$ cat config.mk
export PLATFORM = sky130hd
export DESIGN_NAME = bcd_err_counter
export DESIGN_NICKNAME = d
export VERILOG_FILES = /design/src/rtl/lfsr_checker_bcd_err_counter.sv
export SDC_FILE = /design/constraint.sdc
export NUM_CORES = 1
export LEC_CHECK = 0
export CAP_MARGIN = 20
export CORE_ASPECT_RATIO = 1.4
export CORE_MARGIN = 1
export CORE_UTILIZATION = 30
export DETAILED_ROUTE_END_ITERATION = 8
export HOLD_SLACK_MARGIN = 0.08
export SLEW_MARGIN = 15
export SYNTH_ARGS = -nofsm -noshare
export SYNTH_HDL_FRONTEND = slang
export SYNTH_SLANG_ARGS = --single-unit
$ cat constraint.sdc
create_clock -name clock -period 1.95 [get_ports clock]
set_input_delay 0.39 -clock clock [delete_from_list [all_inputs] [get_ports clock]]
set_output_delay 0.39 -clock clock [all_outputs]
set_load 0.005 [all_outputs]
$ cat src/rtl/lfsr_checker_bcd_err_counter.sv
// ============================================================================
// Module : bcd_err_counter
// Brief  : Three-digit BCD event counter with synchronous clear, saturating
//          at 999. Drives the seven-segment error display directly.
// Rev    : 1.0  initial release
// ============================================================================
`default_nettype none

module bcd_err_counter (
  input  logic        clock,
  input  logic        rst,
  input  logic        i_inc,
  input  logic        i_clr,
  output logic [11:0] o_bcd
);

  logic [11:0] r_bcd;
  logic [11:0] w_bcd_next;
  logic        w_sat;

  assign w_sat = (r_bcd == 12'h999);

  // Decimal increment with carry ripple between the three digits
  always_comb begin
    w_bcd_next = r_bcd;
    if (r_bcd[3:0] != 4'd9) begin
      w_bcd_next[3:0] = r_bcd[3:0] + 4'd1;
    end else begin
      w_bcd_next[3:0] = 4'd0;
      if (r_bcd[7:4] != 4'd9) begin
        w_bcd_next[7:4] = r_bcd[7:4] + 4'd1;
      end else begin
        w_bcd_next[7:4]  = 4'd0;
        w_bcd_next[11:8] = r_bcd[11:8] + 4'd1;
      end
    end
  end

  // Count register: reset and clear dominate, hold once 999 is reached
  always_ff @(posedge clock) begin
    if (!rst) begin
      r_bcd <= 12'h000;
    end else if (i_clr) begin
      r_bcd <= 12'h000;
    end else if (i_inc && !w_sat) begin
      r_bcd <= w_bcd_next;
    end
  end

  assign o_bcd = r_bcd;

endmodule

`default_nettype wire

==> flow_summary.html, run 1 <==
<table>
<tr><th>Metric</th><th>Value</th></tr>
<tr><th colspan="2">Die</th></tr>
<tr><td>Effective utilization at floorplan</td><td>0.320</td></tr>
<tr><td>Boundary Pins</td><td>16</td></tr>
<tr><td>Area of the core</td><td>2180 µm²</td></tr>
<tr><td>Area of the die</td><td>2520 µm²</td></tr>
<tr><td>Height of the die</td><td>59.0 µm</td></tr>
<tr><td>Die X</td><td>42.7 µm</td></tr>
<tr><td>Placement Rows</td><td>20</td></tr>
<tr><th colspan="2">Final layout</th></tr>
<tr><td>Number of diodes added for antenna fixing</td><td>0</td></tr>
<tr><td>Number of nets in the finished design</td><td>103</td></tr>
<tr><td>Signed area change from the synthesized netlist to the final layout</td><td>27.6%</td></tr>
<tr><td>Commonest non-fill, non-tap cells in the layout</td><td>sky130_fd_sc_hd__clkdlybuf4s50_1 (15), sky130_fd_sc_hd__dfxtp_1 (12), sky130_fd_sc_hd__a21oi_1 (7)</td></tr>
<tr><td>Number of inserted filler cells in the final layout</td><td>223</td></tr>
<tr><td>Commonest non-fill, non-tap cell in the layout</td><td>sky130_fd_sc_hd__clkdlybuf4s50_1</td></tr>
<tr><td>Largest register FFs</td><td>12</td></tr>
<tr><td>Share of cells above drive strength 1</td><td>0.146</td></tr>
<tr><th colspan="2">STA</th></tr>
<tr><td>Setup repair after global routing missed its margin</td><td>false</td></tr>
<tr><td>Transition time at the pin with the least slew margin</td><td>0.479 ns</td></tr>
<tr><td>Final worst path period need</td><td>1.73 ns</td></tr>
<tr><td>Slew Limit Headroom</td><td>0.678</td></tr>
<tr><td>Number of pins exceeding their max-slew limit in the final report</td><td>0</td></tr>
<tr><td>Achievable Freq</td><td>0.579 GHz</td></tr>
<tr><td>Final Cycle Share</td><td>0.886</td></tr>
<tr><td>Number of failing hold endpoints at the final stage</td><td>0</td></tr>
<tr><td>Skew final</td><td>0.00426 ns</td></tr>
<tr><td>Count of final setup violators</td><td>0</td></tr>
<tr><td>Sum Neg Setup Slack</td><td>0 ns</td></tr>
<tr><th colspan="2">Synthesis</th></tr>
<tr><td>Proportion of netlist area held by the largest area contributor</td><td>0.345</td></tr>
<tr><td>Count of distinct cell types in the synthesized netlist</td><td>33</td></tr>
<tr><td>Top area cells in the synthesized netlist</td><td>sky130_fd_sc_hd__dfxtp_1 (34%), sky130_fd_sc_hd__a21oi_1 (5.0%), sky130_fd_sc_hd__or3_1 (4.5%), sky130_fd_sc_hd__o21ai_0 (4.3%), sky130_fd_sc_hd__nand3b_1 (4.3%)</td></tr>
<tr><td>Sequential share of the synthesized area</td><td>0.345</td></tr>
<tr><td>Gate count of the mapped netlist</td><td>78</td></tr>
<tr><td>Total nets after synthesis</td><td>84</td></tr>
<tr><td>Yosys synthesis warning count</td><td>0</td></tr>
<tr><td>Flip-flop and latch count after synthesis</td><td>12</td></tr>
<tr><td>Area leader, netlist</td><td>sky130_fd_sc_hd__dfxtp_1</td></tr>
<tr><td>Post-synthesis average cell area</td><td>8.93 µm²</td></tr>
<tr><td>Post-synth design cell area</td><td>697 µm²</td></tr>
<tr><th colspan="2">Clock network</th></tr>
<tr><td>Clk sinks</td><td>12</td></tr>
<tr><td>Number of buffers inserted to repair setup after CTS</td><td>0</td></tr>
<tr><td>CTS Root Buffer Type</td><td>sky130_fd_sc_hd__clkbuf_4</td></tr>
<tr><td>Number of clock buffers inserted by TritonCTS</td><td>3</td></tr>
<tr><td>Number of hold buffers added after cts</td><td>0</td></tr>
<tr><td>H-Tree Level Count</td><td>1</td></tr>
<tr><td>CTS clock-pin slew for the worst setup and hold paths</td><td>0.07 ns</td></tr>
<tr><td>Max clock buf depth</td><td>2</td></tr>
<tr><td>Post-cts repair resize count</td><td>0</td></tr>
<tr><td>Clock latency at the later pin of the worst-skew pair</td><td>0.27 ns</td></tr>
<tr><td>Clock tree from TritonCTS</td><td>yes</td></tr>
<tr><th colspan="2">Pwr</th></tr>
<tr><td>Share of total power consumed by net switching</td><td>0.206</td></tr>
<tr><td>Sequential cell fraction of total power</td><td>0.530</td></tr>
<tr><td>Portion of total power attributed to combinational logic</td><td>0.054</td></tr>
<tr><td>Pint</td><td>373 µW</td></tr>
<tr><td>Final total power</td><td>471 µW</td></tr>
<tr><td>Reported leakage power</td><td>0.000298 µW</td></tr>
<tr><td>Power spent charging and discharging nets</td><td>97.2 µW</td></tr>
<tr><td>Worst VDD drop</td><td>0.278 mV</td></tr>
<tr><td>Clock Power Share</td><td>0.416</td></tr>
<tr><td>Total power density per cell area</td><td>529 nW/µm²</td></tr>
<tr><th colspan="2">Setup path</th></tr>
<tr><td>Stages on worst setup path</td><td>1</td></tr>
<tr><td>Required time at the endpoint of the critical path</td><td>1.56 ns</td></tr>
<tr><td>Launching instance or port of the critical path</td><td>o_bcd[0]$_SDFFE_PP0P_</td></tr>
<tr><td>Highest-delay cell along the critical path</td><td>sky130_fd_sc_hd__clkdlybuf4s50_1</td></tr>
<tr><td>Crit path launch type</td><td>flip-flop</td></tr>
<tr><td>Critical path class</td><td>flip-flop to output pin</td></tr>
<tr><td>Number of cells traversed by the worst register-to-register path</td><td>6</td></tr>
<tr><td>Reg2Reg Launch Point</td><td>o_bcd[9]$_SDFFE_PP0P_</td></tr>
<tr><td>Max Fanout on Critical Path</td><td>10</td></tr>
<tr><td>Slack of the worst reg-to-reg path</td><td>0.33 ns</td></tr>
<tr><td>Critical Path Sink Type</td><td>output pin</td></tr>
<tr><td>Crit-path max cell delay</td><td>0.56 ns</td></tr>
<tr><td>Capture point of the worst reg-to-reg path</td><td>o_bcd[6]$_SDFFE_PP0P_</td></tr>
<tr><td>Ordered list of cells on the worst path</td><td>clkdlybuf4s50_1</td></tr>
<tr><td>Kind of cell adding the most delay to the critical path</td><td>buffers and inverters</td></tr>
<tr><td>Combined buffer and inverter count along the critical path</td><td>1</td></tr>
<tr><td>Arrival time of data at the critical path endpoint</td><td>1.34 ns</td></tr>
<tr><td>Setup crit end</td><td>o_bcd[0]</td></tr>
<tr><th colspan="2">Global routing</th></tr>
<tr><td>Initial antenna violation count</td><td>0</td></tr>
<tr><td>GR Overflow Total</td><td>0</td></tr>
<tr><td>Maximum number of pins on one net before global-route repair</td><td>11</td></tr>
<tr><td>Via count of the first global-routing pass</td><td>560</td></tr>
<tr><td>Global-route wire length before repair</td><td>2350 µm</td></tr>
<tr><td>GR Util All Layers</td><td>0.123</td></tr>
<tr><th colspan="2">Place</th></tr>
<tr><td>DP HPWL</td><td>1050 µm</td></tr>
<tr><td>PortBufs</td><td>15</td></tr>
<tr><td>Gp weighted congestion</td><td>0.804</td></tr>
<tr><th colspan="2">Detailed routing</th></tr>
<tr><td>Detailed-routing iteration count for the pre-antenna-repair pass</td><td>4</td></tr>
<tr><td>Wire length after detailed routing</td><td>1420 µm</td></tr>
<tr><td>Initial detailed-routing violation count</td><td>15</td></tr>
<tr><td>Number of antenna-violating nets in the routed design</td><td>0</td></tr>
<tr><td>Routed via count divided by cell count</td><td>5.35</td></tr>
<tr><td>Vias post-DR</td><td>631</td></tr>
<tr><td>Number of remaining DRC errors</td><td>0</td></tr>
<tr><td>Wire length per cell after detailed routing</td><td>12.0 µm</td></tr>
<tr><th colspan="2">Run status</th></tr>
<tr><td>Outcome</td><td>completed</td></tr>
<tr><th colspan="2">Worst hold path</th></tr>
<tr><td>Type of the most critical hold path</td><td>flip-flop to flip-flop</td></tr>
<tr><th colspan="2">Run</th></tr>
<tr><td>Max-cap violations</td><td>0</td></tr>
</table>
## how the worst min path moves through the flow
stage	cells past startpoint	startpoint	end
floorplan	2	o_bcd[11]$_SDFFE_PP0P_	o_bcd[11]$_SDFFE_PP0P_
global placement	2	o_bcd[11]$_SDFFE_PP0P_	o_bcd[11]$_SDFFE_PP0P_
detailed placement	2	o_bcd[11]$_SDFFE_PP0P_	o_bcd[11]$_SDFFE_PP0P_
CTS	2	o_bcd[11]$_SDFFE_PP0P_	o_bcd[11]$_SDFFE_PP0P_
global route	2	o_bcd[11]$_SDFFE_PP0P_	o_bcd[11]$_SDFFE_PP0P_
finish	2	o_bcd[11]$_SDFFE_PP0P_	o_bcd[11]$_SDFFE_PP0P_
## power by group through the flow
stage	combinational (µW)	clock [µW]	sequential [µW]
3_5_place_dp	25.7	0	255
4_1_cts	25.7	204	250
2_1_floorplan	18.8	0	253
5_1_grt	27.8	214	250
3_3_place_gp	25.5	0	255
6_report	25.3	196	250
## logic make-up after synthesis
family / after synthesis / synth area share
AOI/OAI and AO/OA: 19 / 0.154
xor gates and xnor gates: 1 / 0.0126
adders and majority gates: 2 / 0.0359
buffers and inverters: 6 / 0.0682
DFF: 12 / 0.345
muxes: 1 / 0.0144
and+or+nand+nor: 37 / 0.370
## stage by stage
step / util / worst slack, ns / hold WS [ns] / instance area, µm² / instances
floorplan: - / 0.484 / 0.484 / 697 / 78
global placement: 0.392 / 0.188 / 0.489 / 853 / 114
detailed placement: 0.392 / 0.156 / 0.506 / 853 / 114
CTS: 0.409 / 0.200 / 0.514 / 890 / 118
global route: 0.409 / 0.141 / 0.542 / 890 / 118
finish: 0.409 / 0.223 / 0.509 / 890 / 118
## metal layers
| layer | up-vias | wire, µm | GRT usage |
|---|---|---|---|
| met3 | 2 | 43 | 0.0183 |
| met2 | 9 | 694 | 0.210 |
| met4 | 0 | 14 | 0.0670 |
| met5 | - | 0 | 0 |
| li1 | 323 | - | - |
| met1 | 297 | 668 | 0.146 |
## final cells by class
cell class	count	area, µm²	share of cell area
Clock buffer	4	36.3	0.0408
Inverter	3	11.3	0.0127
Multi-Input combinational cell	60	409	0.460
Sequential cell	12	240	0.270
Tap cell	22	27.5	0.0309
Timing Repair Buffer	17	165	0.186
## cell usage after synthesis
cell / n
sky130_fd_sc_hd__dfxtp_1: 12
sky130_fd_sc_hd__a21oi_1: 7
sky130_fd_sc_hd__nand2_1: 6
sky130_fd_sc_hd__o21ai_0: 6
sky130_fd_sc_hd__or3_1: 5
sky130_fd_sc_hd__nand3b_1: 4
sky130_fd_sc_hd__a31oi_1: 3
sky130_fd_sc_hd__inv_1: 3
sky130_fd_sc_hd__nor2_1: 3
sky130_fd_sc_hd__buf_6: 2
sky130_fd_sc_hd__ha_1: 2
sky130_fd_sc_hd__nand3_1: 2
sky130_fd_sc_hd__nor3_1: 2
sky130_fd_sc_hd__or4_1: 2
sky130_fd_sc_hd__and2b_1: 1
sky130_fd_sc_hd__and2b_2: 1
sky130_fd_sc_hd__and3_1: 1
sky130_fd_sc_hd__and4b_1: 1
sky130_fd_sc_hd__clkbuf_8: 1
sky130_fd_sc_hd__mux2i_1: 1
sky130_fd_sc_hd__nand2b_4: 1
sky130_fd_sc_hd__nand3_2: 1
sky130_fd_sc_hd__nand4_1: 1
sky130_fd_sc_hd__nand4_2: 1
sky130_fd_sc_hd__nor2b_1: 1
sky130_fd_sc_hd__nor3b_4: 1
sky130_fd_sc_hd__nor4_2: 1
sky130_fd_sc_hd__o211ai_1: 1
sky130_fd_sc_hd__o311ai_0: 1
sky130_fd_sc_hd__o31ai_1: 1
sky130_fd_sc_hd__or2_2: 1
sky130_fd_sc_hd__or2b_2: 1
sky130_fd_sc_hd__xor2_1: 1
Note: power is estimated with default switching activity, not from simulation.
==> run 2, diff against run 1 <==
--- a/config.mk
+++ b/config.mk
@@ -9,6 +9,7 @@
 export CORE_ASPECT_RATIO = 1.4
 export CORE_MARGIN = 1
 export CORE_UTILIZATION = 30
+export CTS_CLUSTER_DIAMETER = 40
 export DETAILED_ROUTE_END_ITERATION = 8
 export HOLD_SLACK_MARGIN = 0.08
 export SLEW_MARGIN = 15
==> results of run 2 <==
The final DEF is identical to that of run 1; final timing and power are the same.
==> run 3, diff against run 2 <==
--- a/config.mk
+++ b/config.mk
@@ -7,7 +7,7 @@
 export LEC_CHECK = 0
 export CAP_MARGIN = 20
 export CORE_ASPECT_RATIO = 1.4
-export CORE_MARGIN = 1
+export CORE_MARGIN = 1.5
 export CORE_UTILIZATION = 30
 export CTS_CLUSTER_DIAMETER = 40
 export DETAILED_ROUTE_END_ITERATION = 8
==> run 3 against run 2 <==
Design area down 1.5%. Routed wire length increased by 5.4%. First-iteration DRC count is 13% lower. Total power down 8.8%. Via count down 2.2%.
==> flow_summary.html, run 3 (synthesis results as in run 1) <==
<table>
<tr><th>Metric</th><th>Value</th></tr>
<tr><th colspan="2">Run status</th></tr>
<tr><td>Outcome</td><td>completed</td></tr>
<tr><th colspan="2">Detailed routing</th></tr>
<tr><td>Vias post-DR</td><td>617 (-2.2%)</td></tr>
<tr><td>Wire length per cell after detailed routing</td><td>12.8 µm (+6.3%)</td></tr>
<tr><td>Number of remaining DRC errors</td><td>0 (unchanged)</td></tr>
<tr><td>Number of antenna-violating nets in the routed design</td><td>0 (unchanged)</td></tr>
<tr><td>Initial detailed-routing violation count</td><td>13 (-2)</td></tr>
<tr><td>Detailed-routing iteration count for the pre-antenna-repair pass</td><td>4 (unchanged)</td></tr>
<tr><td>Wire length after detailed routing</td><td>1500 µm (+5.4%)</td></tr>
<tr><td>Routed via count divided by cell count</td><td>5.27 (-1.4%)</td></tr>
<tr><th colspan="2">Place</th></tr>
<tr><td>Gp weighted congestion</td><td>0.658 (-18%)</td></tr>
<tr><td>Total placed cells including tap cells</td><td>114 (unchanged)</td></tr>
<tr><td>DP HPWL</td><td>1070 µm (+2.0%)</td></tr>
<tr><td>PortBufs</td><td>15 (unchanged)</td></tr>
<tr><th colspan="2">Worst hold path</th></tr>
<tr><td>Count of cells along the worst hold path</td><td>2 (unchanged)</td></tr>
<tr><td>Type of the most critical hold path</td><td>flip-flop to flip-flop</td></tr>
<tr><td>Start point of the worst hold path</td><td>o_bcd[11]$_SDFFE_PP0P_</td></tr>
<tr><td>Hold path endpoint</td><td>o_bcd[11]$_SDFFE_PP0P_</td></tr>
<tr><th colspan="2">Global routing</th></tr>
<tr><td>Global-route wire length before repair</td><td>2480 µm (+5.6%)</td></tr>
<tr><td>Via count of the first global-routing pass</td><td>582 (+3.9%)</td></tr>
<tr><td>GR Util All Layers</td><td>0.129 (+0.00612)</td></tr>
<tr><td>GR Overflow Total</td><td>0 (unchanged)</td></tr>
<tr><td>Initial antenna violation count</td><td>0 (unchanged)</td></tr>
<tr><td>Maximum number of pins on one net before global-route repair</td><td>11 (unchanged)</td></tr>
<tr><th colspan="2">Clock network</th></tr>
<tr><td>Number of hold buffers added after cts</td><td>0 (unchanged)</td></tr>
<tr><td>H-Tree Level Count</td><td>1 (unchanged)</td></tr>
<tr><td>Clk sinks</td><td>12 (unchanged)</td></tr>
<tr><td>Clock latency at the later pin of the worst-skew pair</td><td>0.27 ns (about the same)</td></tr>
<tr><td>Post-cts repair resize count</td><td>0 (unchanged)</td></tr>
<tr><td>CTS Root Buffer Type</td><td>sky130_fd_sc_hd__clkbuf_4</td></tr>
<tr><td>Clock tree from TritonCTS</td><td>yes</td></tr>
<tr><td>Max clock buf depth</td><td>2 (unchanged)</td></tr>
<tr><td>Number of buffers inserted to repair setup after CTS</td><td>0 (unchanged)</td></tr>
<tr><td>CTS clock-pin slew for the worst setup and hold paths</td><td>0.08 ns (about the same)</td></tr>
<tr><td>Number of clock buffers inserted by TritonCTS</td><td>3 (unchanged)</td></tr>
<tr><th colspan="2">STA</th></tr>
<tr><td>Sum Neg Setup Slack</td><td>0 ns (unchanged)</td></tr>
<tr><td>Skew final</td><td>0.00192 ns (-0.00234 ns)</td></tr>
<tr><td>WHS</td><td>0.525 ns (+0.0152 ns)</td></tr>
<tr><td>Number of failing hold endpoints at the final stage</td><td>0 (unchanged)</td></tr>
<tr><td>Final Cycle Share</td><td>0.888 (+0.00281)</td></tr>
<tr><td>Transition time at the pin with the least slew margin</td><td>0.470 ns (-0.00831 ns)</td></tr>
<tr><td>Achievable Freq</td><td>0.577 GHz (-0.32%)</td></tr>
<tr><td>Number of pins exceeding their max-slew limit in the final report</td><td>0 (unchanged)</td></tr>
<tr><td>Count of final setup violators</td><td>0 (unchanged)</td></tr>
<tr><td>Setup repair after global routing missed its margin</td><td>false</td></tr>
<tr><td>Final worst path period need</td><td>1.73 ns (+0.00548 ns)</td></tr>
<tr><td>Slew Limit Headroom</td><td>0.684 (+0.00559)</td></tr>
<tr><th colspan="2">Final layout</th></tr>
<tr><td>Commonest non-fill, non-tap cell in the layout</td><td>sky130_fd_sc_hd__clkdlybuf4s50_1</td></tr>
<tr><td>Number of nets in the finished design</td><td>103 (unchanged)</td></tr>
<tr><td>Largest register FFs</td><td>12 (unchanged)</td></tr>
<tr><td>Share of cells above drive strength 1</td><td>0.137 (-0.00899)</td></tr>
<tr><td>Non-filler cells, final</td><td>117 (-0.85%)</td></tr>
<tr><td>Commonest non-fill, non-tap cells in the layout</td><td>sky130_fd_sc_hd__clkdlybuf4s50_1 (15), sky130_fd_sc_hd__dfxtp_1 (12), sky130_fd_sc_hd__a21oi_1 (7)</td></tr>
<tr><td>Signed area change from the synthesized netlist to the final layout</td><td>25.7%</td></tr>
<tr><td>Number of inserted filler cells in the final layout</td><td>229 (+2.7%)</td></tr>
<tr><td>Number of diodes added for antenna fixing</td><td>0 (unchanged)</td></tr>
<tr><th colspan="2">Setup path</th></tr>
<tr><td>Combined buffer and inverter count along the critical path</td><td>1 (unchanged)</td></tr>
<tr><td>Capture point of the worst reg-to-reg path</td><td>o_bcd[6]$_SDFFE_PP0P_</td></tr>
<tr><td>Reg2Reg Launch Point</td><td>o_bcd[9]$_SDFFE_PP0P_</td></tr>
<tr><td>Kind of cell adding the most delay to the critical path</td><td>buffers and inverters</td></tr>
<tr><td>Crit-path max cell delay</td><td>0.56 ns (about the same)</td></tr>
<tr><td>Number of cells traversed by the worst register-to-register path</td><td>6 (unchanged)</td></tr>
<tr><td>Required time at the endpoint of the critical path</td><td>1.56 ns (about the same)</td></tr>
<tr><td>Arrival time of data at the critical path endpoint</td><td>1.34 ns (about the same)</td></tr>
<tr><td>Crit path launch type</td><td>flip-flop</td></tr>
<tr><td>Ordered list of cells on the worst path</td><td>clkdlybuf4s50_1</td></tr>
<tr><td>Slack of the worst reg-to-reg path</td><td>0.35 ns (+0.02 ns)</td></tr>
<tr><td>Critical Path Sink Type</td><td>output pin</td></tr>
<tr><td>Critical path class</td><td>flip-flop to output pin</td></tr>
<tr><td>Max Fanout on Critical Path</td><td>10 (unchanged)</td></tr>
<tr><td>Highest-delay cell along the critical path</td><td>sky130_fd_sc_hd__clkdlybuf4s50_1</td></tr>
<tr><th colspan="2">Die</th></tr>
<tr><td>Boundary Pins</td><td>16 (unchanged)</td></tr>
<tr><td>Height of the die</td><td>60.0 µm (+1.7%)</td></tr>
<tr><td>Area of the die</td><td>2630 µm² (+4.1%)</td></tr>
<tr><td>Die X</td><td>43.7 µm (+2.3%)</td></tr>
<tr><td>Area of the core</td><td>2180 µm² (unchanged)</td></tr>
<tr><td>Placement Rows</td><td>20 (unchanged)</td></tr>
<tr><td>Effective utilization at floorplan</td><td>0.320 (unchanged)</td></tr>
<tr><th colspan="2">Pwr</th></tr>
<tr><td>Reported leakage power</td><td>0.000291 µW (-2.4%)</td></tr>
<tr><td>Worst VDD drop</td><td>0.225 mV (-19%)</td></tr>
<tr><td>Total power density per cell area</td><td>490 nW/µm² (-7.3%)</td></tr>
<tr><th colspan="2">Run</th></tr>
<tr><td>Max-cap violations</td><td>0 (unchanged)</td></tr>
</table>
==> run 3: layer usage <==
layer	share of wire	GRT usage
met3	0.036	0.0272
met1	0.46	0.156
met4	0.013	0.0909
met5	0	0
met2	0.49	0.200
==> run 3: through the flow <==
step | total power, µW | instance area [µm²] | util | worst slack [ns]
6_report | 429 | 876 | 0.402 | 0.218
4_1_cts | 432 | 876 | 0.402 | 0.210
2_1_floorplan | 272 | 697 | - | 0.484
5_1_grt | 442 | 876 | 0.402 | 0.138
3_3_place_gp | 281 | 853 | 0.392 | 0.179
3_5_place_dp | 281 | 853 | 0.392 | 0.173
==> run 3: power breakdown <==
group	switching [µW]	internal, µW
Sequential	3.37	246
Clock	82.8	71.4
Combinational	11.7	14.0
==> run 3: cell type report <==
class / instances / area (µm²) / share of cell area
Multi-Input combinational cell: 60 / 409 / 0.467
Sequential cell: 12 / 240 / 0.274
Timing Repair Buffer: 17 / 165 / 0.189
Tap cell: 22 / 27.5 / 0.0314
Clock buffer: 3 / 22.5 / 0.0257
Inverter: 3 / 11.3 / 0.0129
==> run 3: how the worst max path moves through the flow <==
stage | end | slack (ns) | cells past startpoint | startpoint
after floorplan | o_bcd[6]$_SDFFE_PP0P_ | 0.48 | 6 | o_bcd[9]$_SDFFE_PP0P_
after global placement | o_bcd[10]$_SDFFE_PP0P_ | 0.18 | 4 | rst
after detailed placement | o_bcd[10]$_SDFFE_PP0P_ | 0.17 | 4 | rst
after CTS | o_bcd[0] | 0.21 | 1 | o_bcd[0]$_SDFFE_PP0P_
after global routing | o_bcd[0] | 0.14 | 1 | o_bcd[0]$_SDFFE_PP0P_
final | o_bcd[0] | 0.22 | 1 | o_bcd[0]$_SDFFE_PP0P_
